--- src/rtl/io_map_pkg.sv ---
// Shared I/O map for the TinyComp peripheral ports: addresses, status bit
// positions and the UART receive state encoding.
package io_map_pkg;

  localparam logic [31:0] LED_ADDR  = 32'h0000_03ff;
  localparam logic [31:0] DATA_ADDR = 32'h0000_03fe;
  localparam logic [31:0] STAT_ADDR = 32'h0000_03fd;

  localparam int AVAIL_BIT = 0;
  localparam int FULL_BIT  = 1;
  localparam int OVR_BIT   = 2;
  localparam int FERR_BIT  = 3;

  typedef enum logic [1:0] {
    IDLE,
    START,
    DATA,
    STOP
  } rx_state_t;

endpackage

--- src/rtl/io_uart_rx_port_if.sv ---
// CPU I/O read bus as seen by an input port: address/strobe from the CPU,
// data/ready back from the peripheral.
interface io_uart_rx_port_if;
  logic [31:0] IOaddr;
  logic        InStrobe;
  logic [31:0] InData;
  logic        InRdy;

  modport master (output IOaddr, output InStrobe, input InData, input InRdy);
  modport slave  (input IOaddr, input InStrobe, output InData, output InRdy);
endinterface

--- src/rtl/io_uart_rx_port_rx_core.sv ---
// 8N1 receiver: rx synchroniser, bit-timing FSM and LSB-first shift register.
// Emits single-cycle byte_valid / frame_err pulses at the stop-bit sample.
module uart_rx_core
  import io_map_pkg::*;
#(
  parameter int CLKS_PER_BIT = 347
) (
  input  logic       clk,
  input  logic       rst,
  input  logic       rx,
  output logic       byte_valid,
  output logic [7:0] rx_byte,
  output logic       frame_err
);

  localparam int CNT_W = $clog2(CLKS_PER_BIT);
  localparam logic [CNT_W-1:0] HALF_LAST = CNT_W'(CLKS_PER_BIT / 2 - 1);
  localparam logic [CNT_W-1:0] FULL_LAST = CNT_W'(CLKS_PER_BIT - 1);

  logic             rx_meta;
  logic             rx_sync;
  rx_state_t        state;
  logic [CNT_W-1:0] clk_cnt;
  logic [2:0]       bit_cnt;
  logic [7:0]       shreg;

  always_ff @(posedge clk) begin
    if (rst) begin
      rx_meta    <= 1'b1;
      rx_sync    <= 1'b1;
      state      <= IDLE;
      clk_cnt    <= '0;
      bit_cnt    <= '0;
      byte_valid <= 1'b0;
      frame_err  <= 1'b0;
    end else begin
      rx_meta    <= rx;
      rx_sync    <= rx_meta;
      byte_valid <= 1'b0;
      frame_err  <= 1'b0;
      case (state)
        IDLE: begin
          clk_cnt <= '0;
          bit_cnt <= '0;
          if (!rx_sync) state <= START;
        end
        START: begin
          if (clk_cnt == HALF_LAST) begin
            clk_cnt <= '0;
            // A start bit that is high again at mid-bit was only a glitch.
            state   <= rx_sync ? IDLE : DATA;
          end else begin
            clk_cnt <= clk_cnt + 1'b1;
          end
        end
        DATA: begin
          if (clk_cnt == FULL_LAST) begin
            clk_cnt <= '0;
            bit_cnt <= bit_cnt + 1'b1;
            if (bit_cnt == 3'd7) state <= STOP;
          end else begin
            clk_cnt <= clk_cnt + 1'b1;
          end
        end
        STOP: begin
          if (clk_cnt == FULL_LAST) begin
            clk_cnt    <= '0;
            byte_valid <= rx_sync;
            frame_err  <= !rx_sync;
            state      <= IDLE;
          end else begin
            clk_cnt <= clk_cnt + 1'b1;
          end
        end
        default: state <= IDLE;
      endcase
    end
  end

  // Shift register is pure data: no reset, loaded only at DATA sample points.
  always_ff @(posedge clk) begin
    if (state == DATA && clk_cnt == FULL_LAST) shreg <= {rx_sync, shreg[7:1]};
  end

  assign rx_byte = shreg;

endmodule

--- src/rtl/io_uart_rx_port.sv ---
// Memory-mapped UART receive port: serial receiver, byte FIFO and the CPU
// I/O read decode for the data and status registers.
module io_uart_rx_port
  import io_map_pkg::*;
#(
  parameter int          CLKS_PER_BIT = 347,
  parameter int          FIFO_DEPTH   = 4,
  parameter logic [31:0] DATA_ADDR    = io_map_pkg::DATA_ADDR,
  parameter logic [31:0] STAT_ADDR    = io_map_pkg::STAT_ADDR
) (
  input  logic              clk,
  input  logic              Reset,
  input  logic              rx,
  io_uart_rx_port_if.slave  bus,
  output logic              rx_irq
);

  localparam int PTR_W = $clog2(FIFO_DEPTH);
  localparam int CNT_W = PTR_W + 1;

  logic             byte_valid;
  logic [7:0]       rx_byte;
  logic             frame_err;

  logic [7:0]       mem [FIFO_DEPTH];
  logic [PTR_W-1:0] wr_ptr;
  logic [PTR_W-1:0] rd_ptr;
  logic [CNT_W-1:0] count;
  logic [CNT_W-1:0] count_next;
  logic             ovr;
  logic             ferr;

  logic             empty;
  logic             full;
  logic             data_sel;
  logic             stat_sel;
  logic             pop;
  logic             push;
  logic             ovr_set;
  logic [31:0]      status;

  uart_rx_core #(
    .CLKS_PER_BIT(CLKS_PER_BIT)
  ) u_core (
    .clk       (clk),
    .rst       (Reset),
    .rx        (rx),
    .byte_valid(byte_valid),
    .rx_byte   (rx_byte),
    .frame_err (frame_err)
  );

  assign empty    = (count == '0);
  assign full     = (count == CNT_W'(FIFO_DEPTH));
  assign data_sel = bus.InStrobe && (bus.IOaddr == DATA_ADDR);
  assign stat_sel = bus.InStrobe && (bus.IOaddr == STAT_ADDR);
  assign pop      = data_sel && !empty;
  // A simultaneous pop frees the slot, so a push into a full FIFO still lands.
  assign push     = byte_valid && (!full || pop);
  assign ovr_set  = byte_valid && full && !pop;

  always_comb begin
    count_next = count;
    case ({push, pop})
      2'b10:   count_next = count + 1'b1;
      2'b01:   count_next = count - 1'b1;
      default: count_next = count;
    endcase
  end

  always_ff @(posedge clk) begin
    if (Reset) begin
      wr_ptr <= '0;
      rd_ptr <= '0;
      count  <= '0;
      ovr    <= 1'b0;
      ferr   <= 1'b0;
      rx_irq <= 1'b0;
    end else begin
      if (push) wr_ptr <= wr_ptr + 1'b1;
      if (pop)  rd_ptr <= rd_ptr + 1'b1;
      count  <= count_next;
      rx_irq <= (count_next != '0);
      // New error events take priority over the clear-on-status-read.
      if (ovr_set)       ovr <= 1'b1;
      else if (stat_sel) ovr <= 1'b0;
      if (frame_err)     ferr <= 1'b1;
      else if (stat_sel) ferr <= 1'b0;
    end
  end

  always_ff @(posedge clk) begin
    if (push) mem[wr_ptr] <= rx_byte;
  end

  always_comb begin
    status            = '0;
    status[AVAIL_BIT] = !empty;
    status[FULL_BIT]  = full;
    status[OVR_BIT]   = ovr;
    status[FERR_BIT]  = ferr;
  end

  // Idle reads return 0 with InRdy=1 so several input ports can be OR-ed.
  always_comb begin
    bus.InData = '0;
    bus.InRdy  = 1'b1;
    if (data_sel) begin
      if (empty) bus.InRdy  = 1'b0;
      else       bus.InData = {24'b0, mem[rd_ptr]};
    end else if (stat_sel) begin
      bus.InData = status;
    end
  end

endmodule

--- src/flat_wrapper.sv ---
// flat-port wrapper written by rule: the top's interface ports become plain ports
module io_uart_rx_port_flat import io_map_pkg::*;
#(
  parameter int          CLKS_PER_BIT = 347,
  parameter int          FIFO_DEPTH   = 4,
  parameter logic [31:0] DATA_ADDR    = io_map_pkg::DATA_ADDR,
  parameter logic [31:0] STAT_ADDR    = io_map_pkg::STAT_ADDR
)
  (clk, Reset, rx, rx_irq, bus_IOaddr, bus_InStrobe, bus_InData, bus_InRdy);
  io_uart_rx_port_if bus_i ();
  input  logic clk;
  input  logic Reset;
  input  logic rx;
  output logic rx_irq;
  input wire logic [$bits(bus_i.IOaddr)-1:0] bus_IOaddr;
  input wire logic [$bits(bus_i.InStrobe)-1:0] bus_InStrobe;
  output wire logic [$bits(bus_i.InData)-1:0] bus_InData;
  output wire logic [$bits(bus_i.InRdy)-1:0] bus_InRdy;
  assign bus_i.IOaddr = bus_IOaddr;
  assign bus_i.InStrobe = bus_InStrobe;
  assign bus_InData = bus_i.InData;
  assign bus_InRdy = bus_i.InRdy;
  io_uart_rx_port #(.CLKS_PER_BIT(CLKS_PER_BIT), .FIFO_DEPTH(FIFO_DEPTH), .DATA_ADDR(DATA_ADDR), .STAT_ADDR(STAT_ADDR)) u_core (.clk(clk), .Reset(Reset), .rx(rx), .bus(bus_i), .rx_irq(rx_irq));
endmodule
--- config.mk ---
export PLATFORM = sky130hd
export DESIGN_NAME = io_uart_rx_port_flat
export DESIGN_NICKNAME = d
export VERILOG_FILES = /design/src/rtl/io_map_pkg.sv /design/src/rtl/io_uart_rx_port_if.sv /design/src/rtl/io_uart_rx_port_rx_core.sv /design/src/rtl/io_uart_rx_port.sv /design/src/flat_wrapper.sv
export SDC_FILE = /design/constraint.sdc
export NUM_CORES = 1
export LEC_CHECK = 0
export BUFFER_PORTS_ARGS = -buffer_cell sky130_fd_sc_hd__buf_4
export CELL_PAD_IN_SITES_DETAIL_PLACEMENT = 2
export CELL_PAD_IN_SITES_GLOBAL_PLACEMENT = 2
export CORE_UTILIZATION = 35
export CTS_CLUSTER_DIAMETER = 200
export CTS_CLUSTER_SIZE = 12
export DETAILED_ROUTE_END_ITERATION = 10
export PLACE_DENSITY_LB_ADDON = 0.08
export SYNTH_ARGS = -nofsm -noshare
export SYNTH_HDL_FRONTEND = slang
export SYNTH_SLANG_ARGS = --single-unit
--- constraint.sdc ---
create_clock -name clk -period 7.4 [get_ports clk]
set_input_delay 0.74 -clock clk [delete_from_list [all_inputs] [get_ports clk]]
set_output_delay 0.74 -clock clk [all_outputs]
set_load 0.02 [all_outputs]
# Word level (Yosys, flattened, before mapping)
# Memory sizes are Yosys's and may differ from the RTL's. A register that Yosys moved wholly into a read port is not among the register bits.
# Cells that the tools add are included.
[totals]
register_bits = 36
ramBits = 32
input_bits = 36
output_inout_bits = 34
elab_cells = 86
mem_count = 1
[memory_table]
columns = ["memory", "words", "width", "rd", "rd_clocked_by_memory_dff", "write_ports", "line_no", "text"]
rows = [
  ["u_core.mem", 4, 8, 1, 1, 1, "io_uart_rx_port.sv:25", "logic [7:0] mem [FIFO_DEPTH];"],
]
[op_classes]
add_sub_neg = 6
eq_ne = 16
mux = 25
bitwise = 2
reduce_logical = 22
[op_table]
columns = ["op", "count"]
rows = [
  ["$eq 32x10->1 const B", 2],
  ["$mux 32", 1],
  ["$pmux 9 s3", 1],
  ["$mux 9", 2],
  ["$mux 2", 8],
  ["$pmux 3 s2", 2],
  ["$ne 2x2->1 const B", 5],
  ["$add 9x1->9 const B", 1],
  ["$eq 9x8->1 const B", 1],
  ["$eq 9x9->1 const B", 1],
  ["$mux 8", 1],
  ["$pmux 2 s4", 1],
  ["$logic_and 1x1->1", 7],
  ["$mux 1", 7],
  ["$add 3x1->3 const B", 2],
  ["$eq 2x2->1 const B", 3],
  ["$eq 3x3->1 const B", 2],
  ["$reduce_bool 2->1", 3],
  ["$reduce_and 5->1", 1],
  ["$add 2x1->2 const B", 2],
  ["$eq 2x1->1 const B", 2],
  ["$logic_not 1->1", 4],
  ["$mux 4", 1],
  ["$logic_not 3->1", 1],
  ["other kinds (9)", 10],
]

# Longest topological paths before layout
# Gate-level depths: netlist of run 1.
[depth]
ltp_word = 8
ltp_mapped = 11

# Hierarchy
# From an unflattened synthesis of run 1, not the netlist that was laid out.
[unflattened]
cells_unflattened = 283
hier_area_um2 = 3378.2
[modules_own_cells]
columns = ["module", "instances", "cells_each", "area_each_um2", "seq_area_each_um2"]
rows = [
  ["io_uart_rx_port", 1, 183, 2257.2, 1201.2],
  ["uart_rx_core", 1, 100, 1121.1, 600.6],
]

# Worst setup path after synthesis of run 1
# OpenSTA, ideal clock, no wires.
[synth_path]
path_kind = "input -> output"
from = "input port bus_IOaddr[29]"
to = "output port bus_InData[4]"
arrival_ns = 2.274
t_required_ns = 6.660
path_slack_ns = 4.386
path_stages = 5
n_path_buf = 1
cell_sequence = "nor4_1 nand4_1 or4_4 buf_2 nor2b_1"
[synth_via]
elab_chain_len = 3
[synth_lines]
columns = ["item", "line_no", "text"]
rows = [
  ["from (decl)", "flat_wrapper.sv:15", "input wire logic [$bits(bus_i.IOaddr)-1:0] bus_IOaddr;"],
  ["$eq 32x10->1", "io_uart_rx_port.sv:55", "assign data_sel = bus.InStrobe && (bus.IOaddr == DATA_ADDR);"],
  ["$logic_and 1x1->1", "io_uart_rx_port.sv:55", ""],
  ["$mux 32", "io_uart_rx_port.sv:108", "if (data_sel) begin"],
  ["to (decl)", "flat_wrapper.sv:17", "output wire logic [$bits(bus_i.InData)-1:0] bus_InData;"],
]
# Every way passes these cells.

# Worst setup path in the final report of run 1
[layout_path]
from = "input port bus_IOaddr[20]"
to = "output port bus_InData[0]"
[layout_via]
elab_chain_len = 4
word_cells_on_any_way = 6
classes_between = "eq/ne (2); mux (2); reduce/logical (2)"
[layout_lines]
columns = ["item", "line_no", "text"]
rows = [
  ["$eq 32x10->1", "io_uart_rx_port.sv:56", "assign stat_sel = bus.InStrobe && (bus.IOaddr == STAT_ADDR);"],
  ["$logic_and 1x1->1", "io_uart_rx_port.sv:56", ""],
  ["$mux 4", "io_uart_rx_port.sv:111", "end else if (stat_sel) begin"],
  ["$mux 32 (*)", "io_uart_rx_port.sv:108", ""],
]
# Mark *: on every way between the ends. The rest lies on a longest branch, timed or not.

==> flow_summary.json, run 1 <==
{
  "status": "complete, no violations",
  "power_switching_share": 0.221,
  "synth_flop_cell": "edfxtp_1",
  "postCtsSetupBuffers": 0,
  "rsz0062_at_grt": "no",
  "power_density_mw_per_mm2": 192,
  "min-delay-path-class": "flop to flop",
  "grt_first_pass_wirelength_mm": 12.3,
  "max_cap_viol_count": 0,
  "drt_first_iter_violations": 100,
  "ant_nets": 0,
  "ys_seq_elements": 70,
  "area_growth_syn_to_layout_pct": 16.2,
  "gpl.final_weighted_congestion": 0.717,
  "post-route-min-period_ps": 3330,
  "num_rows": 35,
  "yosysUniqueCellTypes": 50,
  "seq_area_frac_synth": 0.543,
  "totalNegativeSetupSlack_ps": 0,
  "syn-instance-count": 278,
  "synth-edff-count": 40,
  "route.layer.met1.wl_mm": 3.35,
  "seq_area_mm2": 0.00180,
  "wl_met2_mm": 3.62,
  "cts_hold_repair.buffers": 0,
  "syn-cell-area_mm2": 0.00332,
  "x_dimension_of_the_die_um": 99.4,
  "gr-usage-all-layers": 0.164,
  "cts_max_path_buffers": 2,
  "synth-warning-count": 0,
  "cts_tree": "done",
  "wire_per_inst_um": 17.0,
  "cts.clk_slew.worst_paths_ps": 70,
  "synthMostInstantiatedCell": "edfxtp_1",
  "combinationalPowerShare": 0.045,
  "cts_resized": 0,
  "highest_layer": "met4",
  "start_kind": "input pin",
  "worst-slew-pin-transition_ps": 910,
  "drt-vias-per-instance": 5.15,
  "leakagePower_nw": 1.37,
  "dp.final_hpwl_mm": 5.43,
  "ioPinCount": 70,
  "globalRouteOverflowTotal": 0,
  "min_period_over_period": 0.450,
  "synth_top_cell_by_area": "edfxtp_1",
  "netlist_top_cells_count": "edfxtp_1, dfxtp_1, nor2_1",
  "final_net_count": 370,
  "synthArstFlopShare": 0,
  "maximum_number_of_pins_on_one_net_before_global_route_repair": 23,
  "filler_cell_count": 976,
  "yosysTopAreaCellShare": 0.362,
  "maxSlewHeadroom": 0.387,
  "grt_pass1_vias": 2380,
  "initial_core_util": 0.361,
  "route.vias.total": 2264,
  "floorplan.die_area_mm2": 0.00988,
  "timing.clock.skew_ps": 12.6,
  "drt_drc_violations_left": 0,
  "worst_ep_required_time_ps": 6660,
  "cp-end-kind": "output port",
  "detailedRoute.firstPassIterationCount": 5,
  "placeableCoreArea_mm2": 0.00920,
  "crit_arrival_ps": 2590,
  "cellInternalPower_uw": 577,
  "worst_path_maximum_fanout": 7,
  "route.final.wire_length_mm": 7.48,
  "ant_cells": 0,
  "synthTopCellsByArea": "edfxtp_1, dfxtp_1, buf_4",
  "irDropWorstVdd_v": 0.000102,
  "cts.root.buffer_cell": "clkbuf_8",
  "cts_sinks": 70,
  "timing.final.max_slew_violations": 0,
  "timing.fmax_ghz": 0.301,
  "multi_input_gate_area_mm2": 0.00135,
  "drive_gt1_frac": 0.240,
  "die-height_um": 99.4,
  "cts_htree_levels": 3,
  "timing.hold.ws_ps": 437,
  "clk_latency_ps": 340,
  "power.share.clock": 0.404,
  "critPathKind": "input pin to output port",
  "io_buffers": 45,
  "postSynthAreaPerCell_um2": 11.9,
  "setup_viol": 0,
  "total_switching_power_uw": 163,
  "number_of_buffers_inserted_during_clock_tree_synthesis": 9,
  "seq_power_share": 0.551,
  "final-hold-violation-count": 0,
  "wl_met3_um": 429,
  "initial_antenna_violation_count": 0
}
[cells by family (layout without fill, tap and decap cells)]
logic type                 count (synthesis)  in the layout  synth area share
other                                      1             24           0.00113
and+or+nand+nor                           99             99             0.172
muxes                                     14             14            0.0731
AOI/OAI and AO/OA                         32             32            0.0709
xor gates and xnor gates                   9              9            0.0237
DFF                                       70             70             0.543
adders and majority gates                 10             10            0.0400
buffers and inverters                     43             71            0.0765
[placed cells by master, fill, tap and decap left out, types with 6 or more instances in the layout]
cell type  count
buf_4         45
edfxtp_1      40
dfxtp_1       30
nor2_1        28
conb_1        24
nand2_1       12
inv_1          9
nor2b_1        9
nand3_1        9
ha_1           9
clkbuf_8       9
mux4_2         8
a21oi_1        7
xnor2_1        7
and2_1         6
[per-layer routing]
layer	track usage	vias to the layer above
li1	-	1061
met1	0.203	1122
met2	0.275	73
met3	0.0429	8
met4	0.0588	0
met5	0	-
[stage by stage]
stage,setup WS [ps],utilization,power [mW],std cells,instance area (um2)
6_report,4070,0.419,0.740,440,3860
5_1_grt,3790,0.419,0.774,440,3860
4_1_cts,4000,0.419,0.752,440,3860
3_5_place_dp,3930,0.399,0.450,424,3670
3_3_place_gp,4010,0.399,0.449,424,3670
2_1_floorplan,4390,-,0.443,301,3410
[area by class of cell]
class                           instances  share of cell area
Clock inverter                          6              0.0165
Multi-Input combinational cell        188               0.350
Sequential cell                        70               0.467
Tap cell                              111              0.0360
Clock buffer                           10              0.0331
Inverter                               10             0.00973
Timing Repair Buffer                   45              0.0876
[path summary, 6_finish.rpt]
kind | start | endpoint | slack, ps | cells after the start
min | u_core.u_core.rx_meta | u_core.u_core.rx_sync | 440 | 1
min reg2reg | u_core.u_core.rx_meta | u_core.u_core.rx_sync | 440 | 1
max | bus_IOaddr[20] | bus_InData[0] | 4070 | 7
max reg2reg | u_core.u_core.byte_valid | u_core.mem[0][1] | 4730 | 3
[power groups by stage]
stage / Sequential (mW) / Clock, mW / Combinational (mW)
after floorplan: 0.416 / 0 / 0.0268
after global placement: 0.417 / 0 / 0.0324
after detailed placement: 0.417 / 0 / 0.0331
after CTS: 0.408 / 0.311 / 0.0332
after global routing: 0.408 / 0.330 / 0.0359
final: 0.408 / 0.299 / 0.0330
[critical path: stages]
cell and delay, ps:
buf_4 110, nor4_1 340, nand4_1 220, nor3_1 750, a21oi_1 150, nor2_1 130
buf_4 150
[flip-flops by register name (all words and copies together), names as in the netlist, named ones only]
register and count:
u_core.u_core.clk_cnt 9, u_core.mem 32, u_core.u_core.bit_cnt 3, u_core.u_core.state 1, u_core.ovr 1, u_core.u_core.frame_err 1, u_core.ferr 1, u_core.wr_ptr 2
u_core.u_core.rx_meta 1, u_core.u_core.rx_sync 1, u_core.u_core.rx_byte 8, u_core.u_core.byte_valid 1, u_core.rd_ptr 2, u_core.count 3, u_core.rx_irq 1
Note: power is estimated with default switching activity, not from simulation.
==> inputs of run 2 (changes only) <==
- CORE_UTILIZATION: 35 -> 32
- clock period: 7.4 -> 3 ns (I/O delays scaled with it)
==> run 2 against run 1 <==
Effect of this change:
- critical path type is now input pin to flop
- critical endpoint is now u_core.rx_irq
- die area increased by 9.2%
- highest routed layer unchanged
- register-to-register slack got worse by 4100 ps
- first-iteration DRC count decreased by 9.0%
- hold slack got worse by 310 ps
- power increased by 140%
- design area increased by 1.7%
- critical path depth increased by 4
- utilization decreased by 2.3 points
- via count increased by 0.44%
==> flow_summary.json, run 2 (synthesized netlist as in run 1, its figures left out) <==
{
  "status": "complete, no violations",
  "gpl.final_weighted_congestion": 0.705,
  "registers.top_by_ff_count": "u_core.mem",
  "cts_tree": "done",
  "worst-slew-pin-transition_ps": 523,
  "worst_path_maximum_fanout": 5,
  "timing.fmax_ghz": 0.415,
  "cts.root.buffer_cell": "clkbuf_8",
  "maxSlewHeadroom": 0.652,
  "area_growth_syn_to_layout_pct": 18.2,
  "cp-end-kind": "flop",
  "cts_max_path_buffers": 2,
  "cts_sinks": 70,
  "initial_core_util": 0.335,
  "crit_arrival_ps": 2640,
  "drt_first_iter_violations": 91,
  "final-hold-violation-count": 0,
  "final_net_count": 376,
  "number_of_buffers_inserted_during_clock_tree_synthesis": 9,
  "cts_htree_levels": 3,
  "die-height_um": 104,
  "clk_latency_ps": 360,
  "dp.final_hpwl_mm": 5.77,
  "ant_nets": 0,
  "drive_gt1_frac": 0.260,
  "detailedRoute.firstPassIterationCount": 4,
  "final_common_cell": "buf_4",
  "grt_first_pass_wirelength_mm": 12.7,
  "ant_cells": 0,
  "initial_antenna_violation_count": 0,
  "num_rows": 36,
  "worst_ep_required_time_ps": 3230,
  "floorplan.die_area_mm2": 0.0108,
  "setup_viol": 0,
  "route.final.wire_length_mm": 7.73,
  "timing.final.max_slew_violations": 0,
  "placeableCoreArea_mm2": 0.00991,
  "grt_pass1_vias": 2346,
  "totalNegativeSetupSlack_ps": 0,
  "critPathKind": "input pin to flop",
  "maximum_number_of_pins_on_one_net_before_global_route_repair": 23,
  "place_ws_ps": 206,
  "gr-usage-all-layers": 0.154,
  "drt-vias-per-instance": 4.86,
  "post-route-min-period_ps": 2410,
  "globalRouteOverflowTotal": 0,
  "irDropWorstVdd_v": 0.000211,
  "postCtsSetupBuffers": 0,
  "worst_slack_ps": 589,
  "cts_hold_repair.buffers": 0,
  "cts_resized": 0,
  "min-delay-path-class": "input pin to flop",
  "max_cap_viol_count": 0,
  "timing.hold.ws_ps": 129,
  "ioPinCount": 70,
  "leading_cell_types_in_the_layout_fill_and_taps_excluded": "buf_4, edfxtp_1, dfxtp_1",
  "cts.clk_slew.worst_paths_ps": 80,
  "rsz0062_at_grt": "no",
  "wire_per_inst_um": 16.5,
  "filler_cell_count": 1063,
  "min_period_over_period": 0.804,
  "power_mw": 1.81,
  "power_density_mw_per_mm2": 461,
  "leakagePower_nw": 1.40,
  "route.vias.total": 2274,
  "drt_drc_violations_left": 0,
  "x_dimension_of_the_die_um": 104,
  "io_buffers": 45,
  "largest_register_ff_count": 32,
  "timing.clock.skew_ps": 15.2,
  "start_kind": "input pin"
}
-- run 2: worst paths after layout --
path | endpoint | slack (ps) | start | cells past startpoint
worst min register to register | u_core.u_core.rx_sync | 420 | u_core.u_core.rx_meta | 1
worst max-delay path | u_core.rx_irq | 590 | bus_IOaddr[16] | 11
worst min-delay path | u_core.u_core.rx_meta | 130 | rx | 2
worst max register to register | u_core.count[1] | 680 | u_core.count[0] | 7
-- run 2: per-layer routing --
layer | GRT usage | part of all wire | vias up
li1 | - | - | 1071
met1 | 0.186 | 0.44 | 1113
met2 | 0.258 | 0.48 | 72
met3 | 0.0338 | 0.050 | 18
met4 | 0.0796 | 0.025 | 0
met5 | 0 | 0 | -
-- run 2: final cells by class --
| class | instances | area [um2] | area share |
|---|---|---|---|
| timing repair buffer | 51 | 383 | 0.0976 |
| clock buffer | 9 | 124 | 0.0316 |
| inverter | 10 | 37.5 | 0.00957 |
| sequential | 70 | 1800 | 0.459 |
| tap | 133 | 166 | 0.0424 |
| clock inverter | 7 | 61.3 | 0.0156 |
| multi-input combinational | 188 | 1350 | 0.344 |
-- run 2: critical path, stage by stage --
cell and delay, ps:
buf_4 110, nor4_2 300, and4_1 330, nand2_1 120, nor3_1 290, nand2_1 120, fa_1 380, nor2b_1 190
mux2i_1 210, a221o_1 190, o311ai_2 90
-- run 2: per-stage QoR --
stage / std cells / utilization / cell area, um2
2_1_floorplan: 301 / - / 3410
3_3_place_gp: 452 / 0.377 / 3740
3_5_place_dp: 452 / 0.377 / 3740
4_1_cts: 468 / 0.396 / 3920
5_1_grt: 468 / 0.396 / 3920
6_report: 468 / 0.396 / 3920
-- run 2: report_power, final --
part	internal (mW)	leakage, nW	total [mW]	switching, mW
sequential	1.00	0.601	1.01	0.00220
combinational	0.0356	0.711	0.0821	0.0465
clock	0.317	0.0892	0.720	0.403
total	1.36	1.40	1.81	0.452
